$ cat src/rtl/bus_arbiter_2m_if.sv
// Bus bundle between two requesting masters, the arbiter and the shared
// data-memory slave port. The arbiter uses the slave modport; whatever
// drives the master side uses the master modport.
interface bus_arbiter_2m_if;
   logic        m0_req_i;
   logic        m1_req_i;
   logic        m0_we_i;
   logic        m1_we_i;
   logic [31:0] m0_addr_i;
   logic [31:0] m1_addr_i;
   logic [31:0] m0_wdata_i;
   logic [31:0] m1_wdata_i;
   logic        m0_gnt_o;
   logic        m1_gnt_o;
   logic        m0_done_o;
   logic        m1_done_o;
   logic [31:0] rdata_o;
   logic        s_en_o;
   logic        s_we_o;
   logic [31:0] s_addr_o;
   logic [31:0] s_wdata_o;
   logic [31:0] s_rdata_i;
   logic        sel_o;

   // Arbiter side: takes requests and slave read data, drives everything else.
   modport slave (
      input  m0_req_i, m1_req_i, m0_we_i, m1_we_i,
      input  m0_addr_i, m1_addr_i, m0_wdata_i, m1_wdata_i,
      input  s_rdata_i,
      output m0_gnt_o, m1_gnt_o, m0_done_o, m1_done_o, rdata_o,
      output s_en_o, s_we_o, s_addr_o, s_wdata_o, sel_o
   );

   // Master/memory side: drives requests and slave read data.
   modport master (
      output m0_req_i, m1_req_i, m0_we_i, m1_we_i,
      output m0_addr_i, m1_addr_i, m0_wdata_i, m1_wdata_i,
      output s_rdata_i,
      input  m0_gnt_o, m1_gnt_o, m0_done_o, m1_done_o, rdata_o,
      input  s_en_o, s_we_o, s_addr_o, s_wdata_o, sel_o
   );
endinterface

$ cat src/rtl/bus_arbiter_2m.sv
// Two-master round-robin arbiter for the single 32-bit data-memory port.
// The winning request is latched in IDLE, the slave port is driven from the
// latched copy for LAT cycles, then a one-cycle done pulse returns read data.
// Every output is a register or a decode of registers, so no request input
// reaches an output combinationally.
module bus_arbiter_2m #(
   parameter int unsigned LAT = 1
) (
   input  logic              clk_i,
   input  logic              rst_i,
   bus_arbiter_2m_if.slave   bus
);

   typedef enum logic [1:0] {
      IDLE   = 2'd0,
      ACCESS = 2'd1,
      DONE   = 2'd2
   } state_t;

   // Wait counter preload: counts LAT-1 down to 0, one ACCESS cycle each.
   localparam logic [3:0] CNT_LOAD = 4'(LAT - 1);

   state_t      state_reg, state_next;
   logic        owner_reg, owner_next;
   logic        last_reg, last_next;
   logic        first_reg, first_next;
   logic [3:0]  cnt_reg, cnt_next;
   logic        we_reg, we_next;
   logic [31:0] addr_reg, addr_next;
   logic [31:0] wdata_reg, wdata_next;
   logic [31:0] rdata_reg, rdata_next;

   logic        any_req;
   logic        pick;

   // Winner selection: a lone request wins outright, a tie goes to the
   // master that was not granted last.
   always_comb begin
      any_req = bus.m0_req_i | bus.m1_req_i;
      if (bus.m0_req_i && bus.m1_req_i) begin
         pick = ~last_reg;
      end else begin
         pick = bus.m1_req_i;
      end
   end

   // Next-state and register-update logic for the transaction FSM.
   always_comb begin
      state_next = state_reg;
      owner_next = owner_reg;
      last_next  = last_reg;
      first_next = first_reg;
      cnt_next   = cnt_reg;
      we_next    = we_reg;
      addr_next  = addr_reg;
      wdata_next = wdata_reg;
      rdata_next = rdata_reg;
      case (state_reg)
         IDLE: begin
            if (any_req) begin
               owner_next = pick;
               we_next    = pick ? bus.m1_we_i    : bus.m0_we_i;
               addr_next  = pick ? bus.m1_addr_i  : bus.m0_addr_i;
               wdata_next = pick ? bus.m1_wdata_i : bus.m0_wdata_i;
               cnt_next   = CNT_LOAD;
               first_next = 1'b1;
               state_next = ACCESS;
            end
         end
         ACCESS: begin
            first_next = 1'b0;
            if (cnt_reg != 4'd0) begin
               cnt_next = cnt_reg - 4'd1;
            end else begin
               // Slave data is sampled at the edge closing the last access cycle.
               if (!we_reg) begin
                  rdata_next = bus.s_rdata_i;
               end
               last_next  = owner_reg;
               state_next = DONE;
            end
         end
         DONE: begin
            // No grant here: the pending request is seen in the next IDLE cycle.
            state_next = IDLE;
         end
         default: begin
            state_next = IDLE;
         end
      endcase
   end

   // State and datapath registers; reset aborts any transaction silently.
   always_ff @(posedge clk_i or posedge rst_i) begin
      if (rst_i) begin
         state_reg <= IDLE;
         owner_reg <= 1'b0;
         last_reg  <= 1'b1;
         first_reg <= 1'b0;
         cnt_reg   <= 4'd0;
         we_reg    <= 1'b0;
         addr_reg  <= 32'd0;
         wdata_reg <= 32'd0;
         rdata_reg <= 32'd0;
      end else begin
         state_reg <= state_next;
         owner_reg <= owner_next;
         last_reg  <= last_next;
         first_reg <= first_next;
         cnt_reg   <= cnt_next;
         we_reg    <= we_next;
         addr_reg  <= addr_next;
         wdata_reg <= wdata_next;
         rdata_reg <= rdata_next;
      end
   end

   // Output decode from registers only; slave fields always come from the
   // latched copy so late master changes cannot disturb an access.
   always_comb begin
      bus.s_en_o    = (state_reg == ACCESS);
      bus.s_we_o    = we_reg;
      bus.s_addr_o  = addr_reg;
      bus.s_wdata_o = wdata_reg;
      bus.rdata_o   = rdata_reg;
      bus.sel_o     = owner_reg;
      bus.m0_gnt_o  = (state_reg == ACCESS) && first_reg && !owner_reg;
      bus.m1_gnt_o  = (state_reg == ACCESS) && first_reg &&  owner_reg;
      bus.m0_done_o = (state_reg == DONE) && !owner_reg;
      bus.m1_done_o = (state_reg == DONE) &&  owner_reg;
   end

endmodule

$ cat src/flat_wrapper.sv
// flat-port wrapper written by rule: the top's interface ports become plain ports
module bus_arbiter_2m_flat 
#(
   parameter int unsigned LAT = 1
)
  (clk_i, rst_i, bus_m0_req_i, bus_m1_req_i, bus_m0_we_i, bus_m1_we_i, bus_m0_addr_i, bus_m1_addr_i, bus_m0_wdata_i, bus_m1_wdata_i, bus_s_rdata_i, bus_m0_gnt_o, bus_m1_gnt_o, bus_m0_done_o, bus_m1_done_o, bus_rdata_o, bus_s_en_o, bus_s_we_o, bus_s_addr_o, bus_s_wdata_o, bus_sel_o);
  bus_arbiter_2m_if bus_i ();
  input  logic clk_i;
  input  logic rst_i;
  input wire logic [$bits(bus_i.m0_req_i)-1:0] bus_m0_req_i;
  input wire logic [$bits(bus_i.m1_req_i)-1:0] bus_m1_req_i;
  input wire logic [$bits(bus_i.m0_we_i)-1:0] bus_m0_we_i;
  input wire logic [$bits(bus_i.m1_we_i)-1:0] bus_m1_we_i;
  input wire logic [$bits(bus_i.m0_addr_i)-1:0] bus_m0_addr_i;
  input wire logic [$bits(bus_i.m1_addr_i)-1:0] bus_m1_addr_i;
  input wire logic [$bits(bus_i.m0_wdata_i)-1:0] bus_m0_wdata_i;
  input wire logic [$bits(bus_i.m1_wdata_i)-1:0] bus_m1_wdata_i;
  input wire logic [$bits(bus_i.s_rdata_i)-1:0] bus_s_rdata_i;
  output wire logic [$bits(bus_i.m0_gnt_o)-1:0] bus_m0_gnt_o;
  output wire logic [$bits(bus_i.m1_gnt_o)-1:0] bus_m1_gnt_o;
  output wire logic [$bits(bus_i.m0_done_o)-1:0] bus_m0_done_o;
  output wire logic [$bits(bus_i.m1_done_o)-1:0] bus_m1_done_o;
  output wire logic [$bits(bus_i.rdata_o)-1:0] bus_rdata_o;
  output wire logic [$bits(bus_i.s_en_o)-1:0] bus_s_en_o;
  output wire logic [$bits(bus_i.s_we_o)-1:0] bus_s_we_o;
  output wire logic [$bits(bus_i.s_addr_o)-1:0] bus_s_addr_o;
  output wire logic [$bits(bus_i.s_wdata_o)-1:0] bus_s_wdata_o;
  output wire logic [$bits(bus_i.sel_o)-1:0] bus_sel_o;
  assign bus_i.m0_req_i = bus_m0_req_i;
  assign bus_i.m1_req_i = bus_m1_req_i;
  assign bus_i.m0_we_i = bus_m0_we_i;
  assign bus_i.m1_we_i = bus_m1_we_i;
  assign bus_i.m0_addr_i = bus_m0_addr_i;
  assign bus_i.m1_addr_i = bus_m1_addr_i;
  assign bus_i.m0_wdata_i = bus_m0_wdata_i;
  assign bus_i.m1_wdata_i = bus_m1_wdata_i;
  assign bus_i.s_rdata_i = bus_s_rdata_i;
  assign bus_m0_gnt_o = bus_i.m0_gnt_o;
  assign bus_m1_gnt_o = bus_i.m1_gnt_o;
  assign bus_m0_done_o = bus_i.m0_done_o;
  assign bus_m1_done_o = bus_i.m1_done_o;
  assign bus_rdata_o = bus_i.rdata_o;
  assign bus_s_en_o = bus_i.s_en_o;
  assign bus_s_we_o = bus_i.s_we_o;
  assign bus_s_addr_o = bus_i.s_addr_o;
  assign bus_s_wdata_o = bus_i.s_wdata_o;
  assign bus_sel_o = bus_i.sel_o;
  bus_arbiter_2m #(.LAT(LAT)) u_core (.clk_i(clk_i), .rst_i(rst_i), .bus(bus_i));
endmodule
$ cat config.mk
export PLATFORM = sky130hd
export DESIGN_NAME = bus_arbiter_2m_flat
export DESIGN_NICKNAME = d
export VERILOG_FILES = /design/src/rtl/bus_arbiter_2m_if.sv /design/src/rtl/bus_arbiter_2m.sv /design/src/flat_wrapper.sv
export SDC_FILE = /design/constraint.sdc
export NUM_CORES = 1
export LEC_CHECK = 0
export CAP_MARGIN = 25
export CORE_UTILIZATION = 39
export CTS_CLUSTER_SIZE = 20
export DETAILED_ROUTE_END_ITERATION = 7
export PLACE_DENSITY = 0.81
export SKIP_LAST_GASP = 1
export SLEW_MARGIN = 40
export SYNTH_ARGS = -nofsm -noshare
export SYNTH_HDL_FRONTEND = slang
export SYNTH_SLANG_ARGS = --single-unit
$ cat constraint.sdc
create_clock -name clk_i -period 4.4 [get_ports clk_i]
set_clock_uncertainty 0.2 [all_clocks]
set_input_delay 1.1 -clock clk_i [delete_from_list [all_inputs] [get_ports clk_i]]
set_output_delay 1.1 -clock clk_i [all_outputs]
set_load 0.01 [all_outputs]
# [Yosys cells after proc, flatten, opt, wreduce, memory -nomap -nowiden]
# Index checks and enable logic that the tools add are counted.
[totals] word_cells=47 ff_bits=106 inputBits=166
[classes] n_reduce_logical=16 eq_ne=5 bitwise_logic=4 mux=12 add_sub_neg=1
[ops] op="32-bit 2-to-1 mux" n=2
[ops] op="4-bit 2-to-1 mux" n=2
[ops] op="4-bit case mux with 2 select lines" n=1
[ops] op="2-bit AND reduction" n=4
[ops] op="1-bit logical AND" n=6
[ops] op="3-bit AND reduction" n=2
[ops] op="2-bit 2-to-1 mux" n=2
[ops] op="2-bit by 1-bit != test with 1-bit output (second input constant)" n=2
[ops] op="2-bit case mux with 2 select lines" n=1
[ops] op="4-bit nonzero test" n=1
[ops] op="4-bit by 1-bit subtractor with 4-bit output (second input constant)" n=1
[ops] op="1-bit 2-to-1 mux" n=3
[ops] op="1-bit NOT" n=3
[ops] op="2-bit by 1-bit equality test with 1-bit output (second input constant)" n=1
[ops] op="2-bit equality test (second input constant)" n=1
[ops] op="2-bit zero test" n=1
[ops] op="2-bit != test (second input constant)" n=1
[ops] op="1-bit case mux with 2 select lines" n=1
[ops] op="2-bit nonzero test" n=1
[ops] op="1-bit zero test" n=1
[ops] op="1-bit bitwise OR" n=1

# [Longest topological paths before layout]
# Gate-level depths: netlist of run 1.
[depth] depth_word=3 depth_mapped=6 depth_no_buf=5

# [Worst setup path before layout of run 1]
# Ideal clock, no wire load.
[synth_path] kind="input -> register" from="in bus_m1_req_i" to="reg u_core.addr_reg[10], in the netlist u_core.bus.s_addr_o[10]" t_arrival_ns=2.233 path_stages=5 slack_ns=1.842 path_cell_list="a21bo_2 buf_2 buf_6 mux2_2 mux2_2"
[synth_via] elab_chain_len=3 word_cells_on_any_way=5 classes_between="mux: 2; bitwise: 1; reduce/logical: 2"
[synth_lines] item="start, declared" line="flat_wrapper.sv:11" rtl="input wire logic [$bits(bus_i.m1_req_i)-1:0] bus_m1_req_i;"
[synth_lines] item="1-bit logical AND" line="bus_arbiter_2m.sv:40" rtl="if (bus.m0_req_i && bus.m1_req_i) begin"
[synth_lines] item="1-bit 2-to-1 mux" line="bus_arbiter_2m.sv:40"
[synth_lines] item="32-bit 2-to-1 mux" line="bus_arbiter_2m.sv:63" rtl="addr_next = pick ? bus.m1_addr_i : bus.m0_addr_i;"
[synth_lines] item="end signal, assigned" line="bus_arbiter_2m.sv:112" rtl="addr_reg <= addr_next;"
[synth_lines] item="end, declared" line="bus_arbiter_2m.sv:29" rtl="logic [31:0] addr_reg, addr_next;"
# Several ways; a longest one is shown, not always the timed one.
# A chain may end at the register's enable or synchronous reset.

# [Worst setup path in the final report of run 1]
[layout_path] from="reg u_core.state_reg[1]" to="out bus_m1_gnt_o"
[layout_via] elab_chain_len=3
[layout_lines] item="start, declared" line="bus_arbiter_2m.sv:23" rtl="state_t state_reg, state_next;"
[layout_lines] item="start signal, assigned" line="bus_arbiter_2m.sv:106" rtl="state_reg <= state_next;"
[layout_lines] item="2-bit by 1-bit equality test with 1-bit output" line="bus_arbiter_2m.sv:128" rtl="bus.m1_gnt_o = (state_reg == ACCESS) && first_reg && owner_reg;"
[layout_lines] item="1-bit logical AND (2 in a row)" line="bus_arbiter_2m.sv:128"
[layout_lines] item="end, declared" line="flat_wrapper.sv:20" rtl="output wire logic [$bits(bus_i.m1_gnt_o)-1:0] bus_m1_gnt_o;"
# No other way between the ends.

==> flow_summary.toml, run 1 <==
[run_status]
status = "finished clean"

[cts]
cts_resized = 0
path_clk_slew_ns = 0.06
hold_buffers = 0
clk-insertion-delay-late_ns = 0.34
clockBufferDepth = 2
cts_tree = "yes"
cts_setup_buffers = 0
root_buffer = "clkbuf_16"
ctsHtreeMaxLevel = 3
cts_inserted_buffers = 9
clock-sinks = 106

[worst_setup_path]
path_buf_inv = 2
critPathCaptureType = "primary output"
path_cells = "nand2b_1, inv_1, and3_1, clkdlybuf4s50_1"
cp.required_ns = 3.10
reg2reg_from = "u_core.cnt_reg[0]$_DFFE_PP0P_"
cp_data_arrival_time_ns = 2.05
worst-path-stages = 4
path_delay_family = "buffers and inverters"
start_kind = "flip-flop"
reg2reg_depth = 6
critPathKind = "flip-flop to primary output"
critPathLaunch = "u_core.state_reg[1]$_DFFE_PP0P_"
worst-path-max-fanout = 10
slowest_stage = "clkdlybuf4s50_1"
crit_path_max_incr_delay_ns = 0.54

[sta]
fin_crit_sh_pct = 76.1
hold_viol = 0
worstMarginPinSlew_ns = 0.623
min_period_ns = 3.35
setup_tns_ns = 0
setup_viol = 0
fmax_mhz = 299
rsz0062_at_grt = "no"
relSlewSlack_pct = 58.4
layout_setup_ws_ns = 1.05
maxSlewViolCount = 0
worst_hold_slack_ns = 0.307

[floorplanning]
dieWidth_um = 114
die_area_um2 = 13000
chipHeight_um = 114
io-pin-count = 269
rows = 40
core_area_um2 = 12100
initial_core_util_pct = 40.3

[power]
p_sw_uw = 1530
internal_power_uw = 3520
power_density_nw_per_um2 = 628
combinationalPowerShare_pct = 49.3
swShare_pct = 30.2
peakVddDrop_mv = 0.340
pwr-share-seq_pct = 34.1
power_frac_clock_pct = 16.7
total_power_uw = 5050
p_leak_uw = 0.00323

[routing]
wl_per_cell_um = 16.7
wirelength_um = 12800
ant_nets = 0
wl_met2_um = 6510
dr.pass1.iters = 3
highest_layer = "met4"
drt_iter0_markers = 139
vias_per_cell = 4.80
dr_wl_met3_um = 1370
wl_met1_um = 4680
via_count = 3666
drc = 0

[layout]
final_layout_size_suffix_gt1_share_pct = 31.9
layout_commonest_cell = "clkdlybuf4s50_1"
fin_nets = 759
layout_common_cells = "clkdlybuf4s50_1 (268), mux2_2 (161), dfrtp_1 (105), clkbuf_16 (9), nand2_1 (4)"
antenna_cells = 0
synthToLayoutAreaGrowth_pct = 64.5
fin_util_pct = 66.4

[place]
placement.io_buffers = 268
dp_hpwl_um = 9710
pre_cts_ws_ns = 1.30
gp_congestion = 0.797

[synthesis]
yosysTopAreaCellShare_pct = 53.8
seq_area_frac_synth_pct = 54.3
syn_area_um2 = 4880
yosys.area.top_type = "dfrtp_1"
syn_nets = 493
synth_seq_cells = 106
synth-edff-count = 0
synth_ff_type = "dfrtp_1"
ys.warnings.count = 0
async_flop_share_pct = 100
avgSynthCellArea_um2 = 15.0
synthTopCellsByArea = "dfrtp_1 (54%), mux2_2 (37%), buf_6 (1.6%), buf_4 (0.77%), dfstp_2 (0.54%)"
synthCells = 325
ys_types = 31

[global_routing]
grt-ovfl-total = 0
antenna_found_initial = 0
grt_max_degree = 69
grt_pass1_wl_um = 19900
track_usage_pct = 20.1
grt_pass1_vias = 3914

[run]
drv_cap = 0

[worst_hold_path]
worstHoldPathCells = 1
hp-class = "flip-flop to flip-flop"
hp-start = "u_core.bus.s_wdata_o[30]$_DFFE_PP0P_"
synthesized netlist by cell type, drive strengths merged (2+ instances only):
library cell,count
nand2,4
nor2,4
buf,16
mux2,163
and3,2
clkbuf,2
o21ai,3
inv,4
or2,2
ha,2
dfrtp,105
nor3b,2
power by group through the flow:
stage	Clock, uW	Combinational (uW)	Sequential, uW
after global routing	897	2640	1780
after CTS	861	2530	1720
final	841	2490	1720
after floorplan	0	991	1930
after detailed placement	0	2510	1740
after global placement	0	2460	1710
cell type report:
| type | instances | area [um^2] |
|---|---|---|
| tap | 168 | 210 |
| clock inverter | 4 | 48.8 |
| fill | 947 | 4080 |
| timing repair buffer | 273 | 2760 |
| clock buffer | 12 | 267 |
| sequential | 106 | 2650 |
| multi-input combinational | 197 | 2080 |
| inverter | 4 | 20.0 |
metal layers:
metal	GRT usage, %	vias to the layer above
met5	0	-
met4	7.62	0
met3	7.92	17
met2	37.0	170
met1	20.4	1782
li1	-	1697
through the flow:
step           instance area (um^2)  cells
3_5_place_dp                   7720    748
3_3_place_gp                   7720    748
4_1_cts                        8030    764
2_1_floorplan                  4880    325
6_report                       8040    764
5_1_grt                        8040    764
worst reg2reg max path, cell delays in order (launching register included):
cell	delay [ns]
dfrtp_1	0.37
inv_1	0.11
ha_1	0.18
or3b_4	0.42
nor3_4	0.19
buf_4	0.40
mux2_2	0.40
path summary, 6_finish.rpt:
kind,slack (ns),to
max,1.05,bus_m1_gnt_o
min,0.31,u_core.bus.s_wdata_o[30]$_DFFE_PP0P_
max reg2reg,2.02,u_core.bus.rdata_o[14]$_DFFE_PP0P_
min reg2reg,0.31,u_core.bus.s_wdata_o[30]$_DFFE_PP0P_
max in group asynchronous,2.32,u_core.bus.s_addr_o[27]$_DFFE_PP0P_
min in group asynchronous,1.00,u_core.bus.rdata_o[27]$_DFFE_PP0P_
logic make-up (layout without fill, tap and decap cells):
family	count (synthesis)	after routing	synth area share [%]
compound gates	9	9	1.33
fa+ha+maj	2	2	0.512
buf+inv	22	293	3.25
flops	106	106	54.3
mux	163	163	37.6
simple gates	23	23	3.00
(Power assumes the default switching activity.)
==> inputs of run 2 (changes only) <==
==> constraint.sdc (replaced) <==
create_clock -name clk_i -period 3.1 [get_ports clk_i]
set_clock_uncertainty 0.2 [all_clocks]
set_input_delay 0.775 -clock clk_i [delete_from_list [all_inputs] [get_ports clk_i]]
set_output_delay 0.775 -clock clk_i [all_outputs]
set_load 0.01 [all_outputs]
==> run 2 against run 1 <==
Clock power grew 40%; non-clock buffer count up 1; highest routed layer unchanged; clock-buffer cell count rose by 1; flip-flop and latch count is the same; critical endpoint unchanged; wire length up 0.54%; worst setup slack worse by 0.73 ns; core utilization hardly changed.
==> flow_summary.toml, run 2 (synthesis results as in run 1) <==
[run_status]
status = "finished clean"

[global_routing]
antenna_found_initial = 0
grt_max_degree = 98
grt-ovfl-total = 0
track_usage_pct = 20.1
grt_pass1_wl_um = 19900
grt_pass1_vias = 3856

[cts]
clock-sinks = 106
clockBufferDepth = 2
cts_resized = 0
cts_setup_buffers = 0
path_clk_slew_ns = 0.07
cts_tree = "yes"
ctsHtreeMaxLevel = 3
clk-insertion-delay-late_ns = 0.35
hold_buffers = 0
root_buffer = "clkbuf_16"
cts_inserted_buffers = 9

[layout]
fillers = 935
layout_commonest_cell = "clkdlybuf4s50_1"
final_layout_size_suffix_gt1_share_pct = 31.7
synthToLayoutAreaGrowth_pct = 64.4
layout_common_cells = "clkdlybuf4s50_1 (268), mux2_2 (161), dfrtp_1 (105), clkbuf_16 (9), nand2_1 (4)"
fin_nets = 760
antenna_cells = 0
stdcell_count = 764

[worst_setup_path]
worst-path-max-fanout = 7
cp_data_arrival_time_ns = 1.80
critPathKind = "flip-flop to primary output"
critPathLaunch = "u_core.state_reg[1]$_DFFE_PP0P_"
reg2reg_from = "u_core.cnt_reg[0]$_DFFE_PP0P_"
path_delay_family = "buffers and inverters"
critPathCaptureType = "primary output"
start_kind = "flip-flop"
cp.required_ns = 2.12
path_cells = "nand2b_1, inv_1, and3_1, clkdlybuf4s50_1"
path_buf_inv = 2
crit_path_max_incr_delay_ns = 0.55
slowest_stage = "clkdlybuf4s50_1"

[routing]
via_count = 3646
drt_iter0_markers = 137
drc = 0
ant_nets = 0
vias_per_cell = 4.77
wirelength_um = 12900
wl_per_cell_um = 16.8
dr.pass1.iters = 4

[sta]
fmax_mhz = 360
relSlewSlack_pct = 63.7
setup_tns_ns = 0
hold_viol = 0
rsz0062_at_grt = "no"
setup_viol = 0
fin_crit_sh_pct = 89.7
worstMarginPinSlew_ns = 0.544
maxSlewViolCount = 0
min_period_ns = 2.78
layout_setup_ws_ns = 0.320

[place]
pre_cts_ws_ns = 0.329
placement.io_buffers = 268
gp_congestion = 0.713
dp_hpwl_um = 9600
dp_cells = 749

[floorplanning]
dieWidth_um = 114
chipHeight_um = 114
io-pin-count = 269
die_area_um2 = 13000
initial_core_util_pct = 40.3
core_area_um2 = 12100
rows = 40

[power]
p_leak_uw = 0.00323
peakVddDrop_mv = 0.507
power_density_nw_per_um2 = 890

[worst_hold_path]
hp-start = "u_core.bus.rdata_o[19]$_DFFE_PP0P_"
hp-class = "flip-flop to flip-flop"

[run]
drv_cap = 0
==> run 2: metrics by stage <==
step	util [%]	instance area (um^2)	hold slack [ns]	total power, uW
final	66.3	8030	0.287	7150
after global routing	66.3	8030	0.315	7540
after CTS	66.3	8030	0.294	7250
after detailed placement	63.8	7730	0.279	6040
after global placement	63.8	7730	0.271	5940
after floorplan	-	4890	0.261	4150
==> run 2: path summary, 6_finish.rpt <==
path | end | slack (ns) | depth (start not counted)
max | bus_m1_gnt_o | 0.32 | 4
min | u_core.bus.rdata_o[19]$_DFFE_PP0P_ | 0.29 | 1
max reg2reg | u_core.bus.rdata_o[29]$_DFFE_PP0P_ | 0.73 | 6
min reg2reg | u_core.bus.rdata_o[19]$_DFFE_PP0P_ | 0.29 | 1
max in group asynchronous | u_core.bus.s_wdata_o[28]$_DFFE_PP0P_ | 1.39 | 3
min in group asynchronous | u_core.bus.rdata_o[10]$_DFFE_PP0P_ | 0.52 | 2
==> run 2: routing by layer <==
metal  vias up  wire [um]  GRT usage [%]
li1       1711          -              -
met1      1746       4850           22.2
met2       172       6510           35.4
met3        17       1190           6.54
met4         0        300           9.00
met5         -          0              0
==> run 2: final cells by class <==
type / instances / area, um^2 / area share (%)
tap: 168 / 210 / 2.62
clock inverter: 2 / 35.0 / 0.436
multi-input combinational: 197 / 2080 / 25.9
clock buffer: 13 / 270 / 3.36
sequential: 106 / 2650 / 33.0
timing repair buffer: 274 / 2770 / 34.4
inverter: 4 / 18.8 / 0.234
==> run 2: worst reg2reg max path: cells and delay by family, from the launching register on <==
kind                     cells  cell delay, ns
adder cells (fa/ha/maj)      1            0.18
buffers and inverters        2            0.50
flip-flops                   1            0.37
multiplexers                 1            0.40
AND/OR/NAND/NOR              2            0.59
==> run 2: report_power, final <==
group	leakage (uW)	internal (uW)	total [uW]	switching [uW]
combinational	0.00183	2240	3530	1290
clock	0.000152	687	1180	490
sequential	0.00125	2080	2450	367
total	0.00323	5000	7150	2150
==> inputs of run 3 (changes only) <==
--- a/config.mk
+++ b/config.mk
@@ -10,6 +10,7 @@
 export CTS_CLUSTER_SIZE = 20
 export DETAILED_ROUTE_END_ITERATION = 7
 export PLACE_DENSITY = 0.81
+export SETUP_SLACK_MARGIN = 0.5
 export SKIP_LAST_GASP = 1
 export SLEW_MARGIN = 40
 export SYNTH_ARGS = -nofsm -noshare
==> run 3 against run 2 <==
First-iteration DRC count unchanged; worst setup slack gained 0.27 ns; flip-flop and latch count unchanged; register-to-register slack about the same; clock power barely moved; sequential power hardly changed; clock-buffer cell count is the same; core utilization hardly changed; critical path type unchanged; critical endpoint is now bus_m1_done_o.
==> flow_summary.toml, run 3 (synthesis results as in run 1) <==
[run]
drv_cap = 0

[cts]
cts_resized = 3
clock-sinks = 106
clockBufferDepth = 2
clk-insertion-delay-late_ns = 0.35
ctsHtreeMaxLevel = 3
cts_inserted_buffers = 9
cts_tree = "yes"
hold_buffers = 0
root_buffer = "clkbuf_16"
cts_setup_buffers = 0
path_clk_slew_ns = 0.07

[worst_setup_path]
cp_data_arrival_time_ns = 1.53
start_kind = "flip-flop"
worst-path-max-fanout = 4
reg2reg_from = "u_core.cnt_reg[0]$_DFFE_PP0P_"
path_cells = "and3b_1, clkdlybuf4s50_1"
crit_end = "bus_m1_done_o"
slowest_stage = "clkdlybuf4s50_1"
critPathCaptureType = "primary output"
reg2reg_to = "u_core.bus.rdata_o[29]$_DFFE_PP0P_"
r2r_slack_ns = 0.73
critPathLaunch = "u_core.state_reg[0]$_DFFE_PP0P_"
reg2reg_depth = 6
cp.required_ns = 2.12
critPathKind = "flip-flop to primary output"
crit_path_max_incr_delay_ns = 0.55

[power]
total_power_uw = 7140
p_leak_uw = 0.00326
pwr-share-seq_pct = 34.3
peakVddDrop_mv = 0.506
power_density_nw_per_um2 = 889
combinationalPowerShare_pct = 49.2
internal_power_uw = 5000
p_sw_uw = 2150
power_frac_clock_pct = 16.5
swShare_pct = 30.0

[routing]
ant_nets = 0
dr.pass1.iters = 4
wl_per_cell_um = 16.8
vias_per_cell = 4.78
wirelength_um = 12900
drc = 0
drt_iter0_markers = 137
via_count = 3649

[floorplanning]
die_area_um2 = 13000
initial_core_util_pct = 40.3
dieWidth_um = 114
chipHeight_um = 114
rows = 40
io-pin-count = 269
core_area_um2 = 12100

[place]
gp_congestion = 0.713
dp_hpwl_um = 9600
placement.io_buffers = 268

[sta]
rsz0062_at_grt = "no"
setup_tns_ns = 0
worstMarginPinSlew_ns = 0.543
setup_viol = 0
fin_crit_sh_pct = 80.9
fmax_mhz = 399
hold_viol = 0
min_period_ns = 2.51
relSlewSlack_pct = 63.8
maxSlewViolCount = 0

[global_routing]
grt_pass1_wl_um = 19900
track_usage_pct = 20.1
antenna_found_initial = 0
grt_pass1_vias = 3856
grt_max_degree = 98
grt-ovfl-total = 0

[worst_hold_path]
hp-class = "flip-flop to flip-flop"

[layout]
final_layout_size_suffix_gt1_share_pct = 31.9
layout_commonest_cell = "clkdlybuf4s50_1"
antenna_cells = 0
layout_common_cells = "clkdlybuf4s50_1 (264), mux2_2 (161), dfrtp_1 (105), clkbuf_16 (9), nand2_1 (4)"
synthToLayoutAreaGrowth_pct = 64.5
fin_nets = 760
fin_util_pct = 66.3
fillers = 935

[run_status]
status = "finished clean"
-- run 3: worst min path at each step --
| stage | start | end | slack, ns | cells after the start |
|---|---|---|---|---|
| 2_1_floorplan | u_core.first_reg$_DFFE_PP0P_ | u_core.first_reg$_DFFE_PP0P_ | 0.26 | 2 |
| 3_3_place_gp | u_core.bus.rdata_o[18]$_DFFE_PP0P_ | u_core.bus.rdata_o[18]$_DFFE_PP0P_ | 0.27 | 1 |
| 3_5_place_dp | u_core.bus.rdata_o[19]$_DFFE_PP0P_ | u_core.bus.rdata_o[19]$_DFFE_PP0P_ | 0.28 | 1 |
| 4_1_cts | u_core.bus.rdata_o[19]$_DFFE_PP0P_ | u_core.bus.rdata_o[19]$_DFFE_PP0P_ | 0.29 | 1 |
| 5_1_grt | u_core.bus.rdata_o[3]$_DFFE_PP0P_ | u_core.bus.rdata_o[3]$_DFFE_PP0P_ | 0.32 | 1 |
| 6_report | u_core.bus.rdata_o[19]$_DFFE_PP0P_ | u_core.bus.rdata_o[19]$_DFFE_PP0P_ | 0.29 | 1 |
-- run 3: power by group through the flow --
stage | sequential [uW] | clock [uW] | combinational, uW
global route | 2540 | 1270 | 3730
CTS | 2460 | 1220 | 3570
detailed placement | 2480 | 0 | 3560
floorplan | 2750 | 0 | 1410
global placement | 2440 | 0 | 3500
finish | 2450 | 1180 | 3520
-- run 3: critical path, delay by kind of cell, from the launching register on --
kind,cells,cell delay [ns]
buffers and inverters,1,0.55
DFF,1,0.41
and+or+nand+nor,1,0.22
-- run 3: area by class of cell --
class                           count  area, um^2  area share, %
Tap cell                          168         210           2.62
Clock inverter                      2        35.0          0.436
Sequential cell                   106        2650           33.0
Clock buffer                       13         270           3.36
Inverter                            4        18.8          0.234
Timing Repair Buffer              274        2770           34.4
Multi-Input combinational cell    197        2080           25.9
-- run 3: layer usage --
metal	track usage, %	up-vias	wire length [um]
met5	0	-	0
met4	9.00	0	300
met3	6.54	17	1190
met2	35.4	172	6510
met1	22.2	1749	4860
li1	-	1711	-
-- run 3: stage by stage --
stage / setup WS [ns] / instances / hold WS (ns) / instance area, um^2
floorplan: 0.852 / 325 / 0.261 / 4890
global placement: 0.364 / 749 / 0.271 / 7730
detailed placement: 0.329 / 749 / 0.279 / 7730
CTS: 0.350 / 764 / 0.294 / 8030
global route: 0.523 / 764 / 0.315 / 8040
finish: 0.593 / 764 / 0.287 / 8040
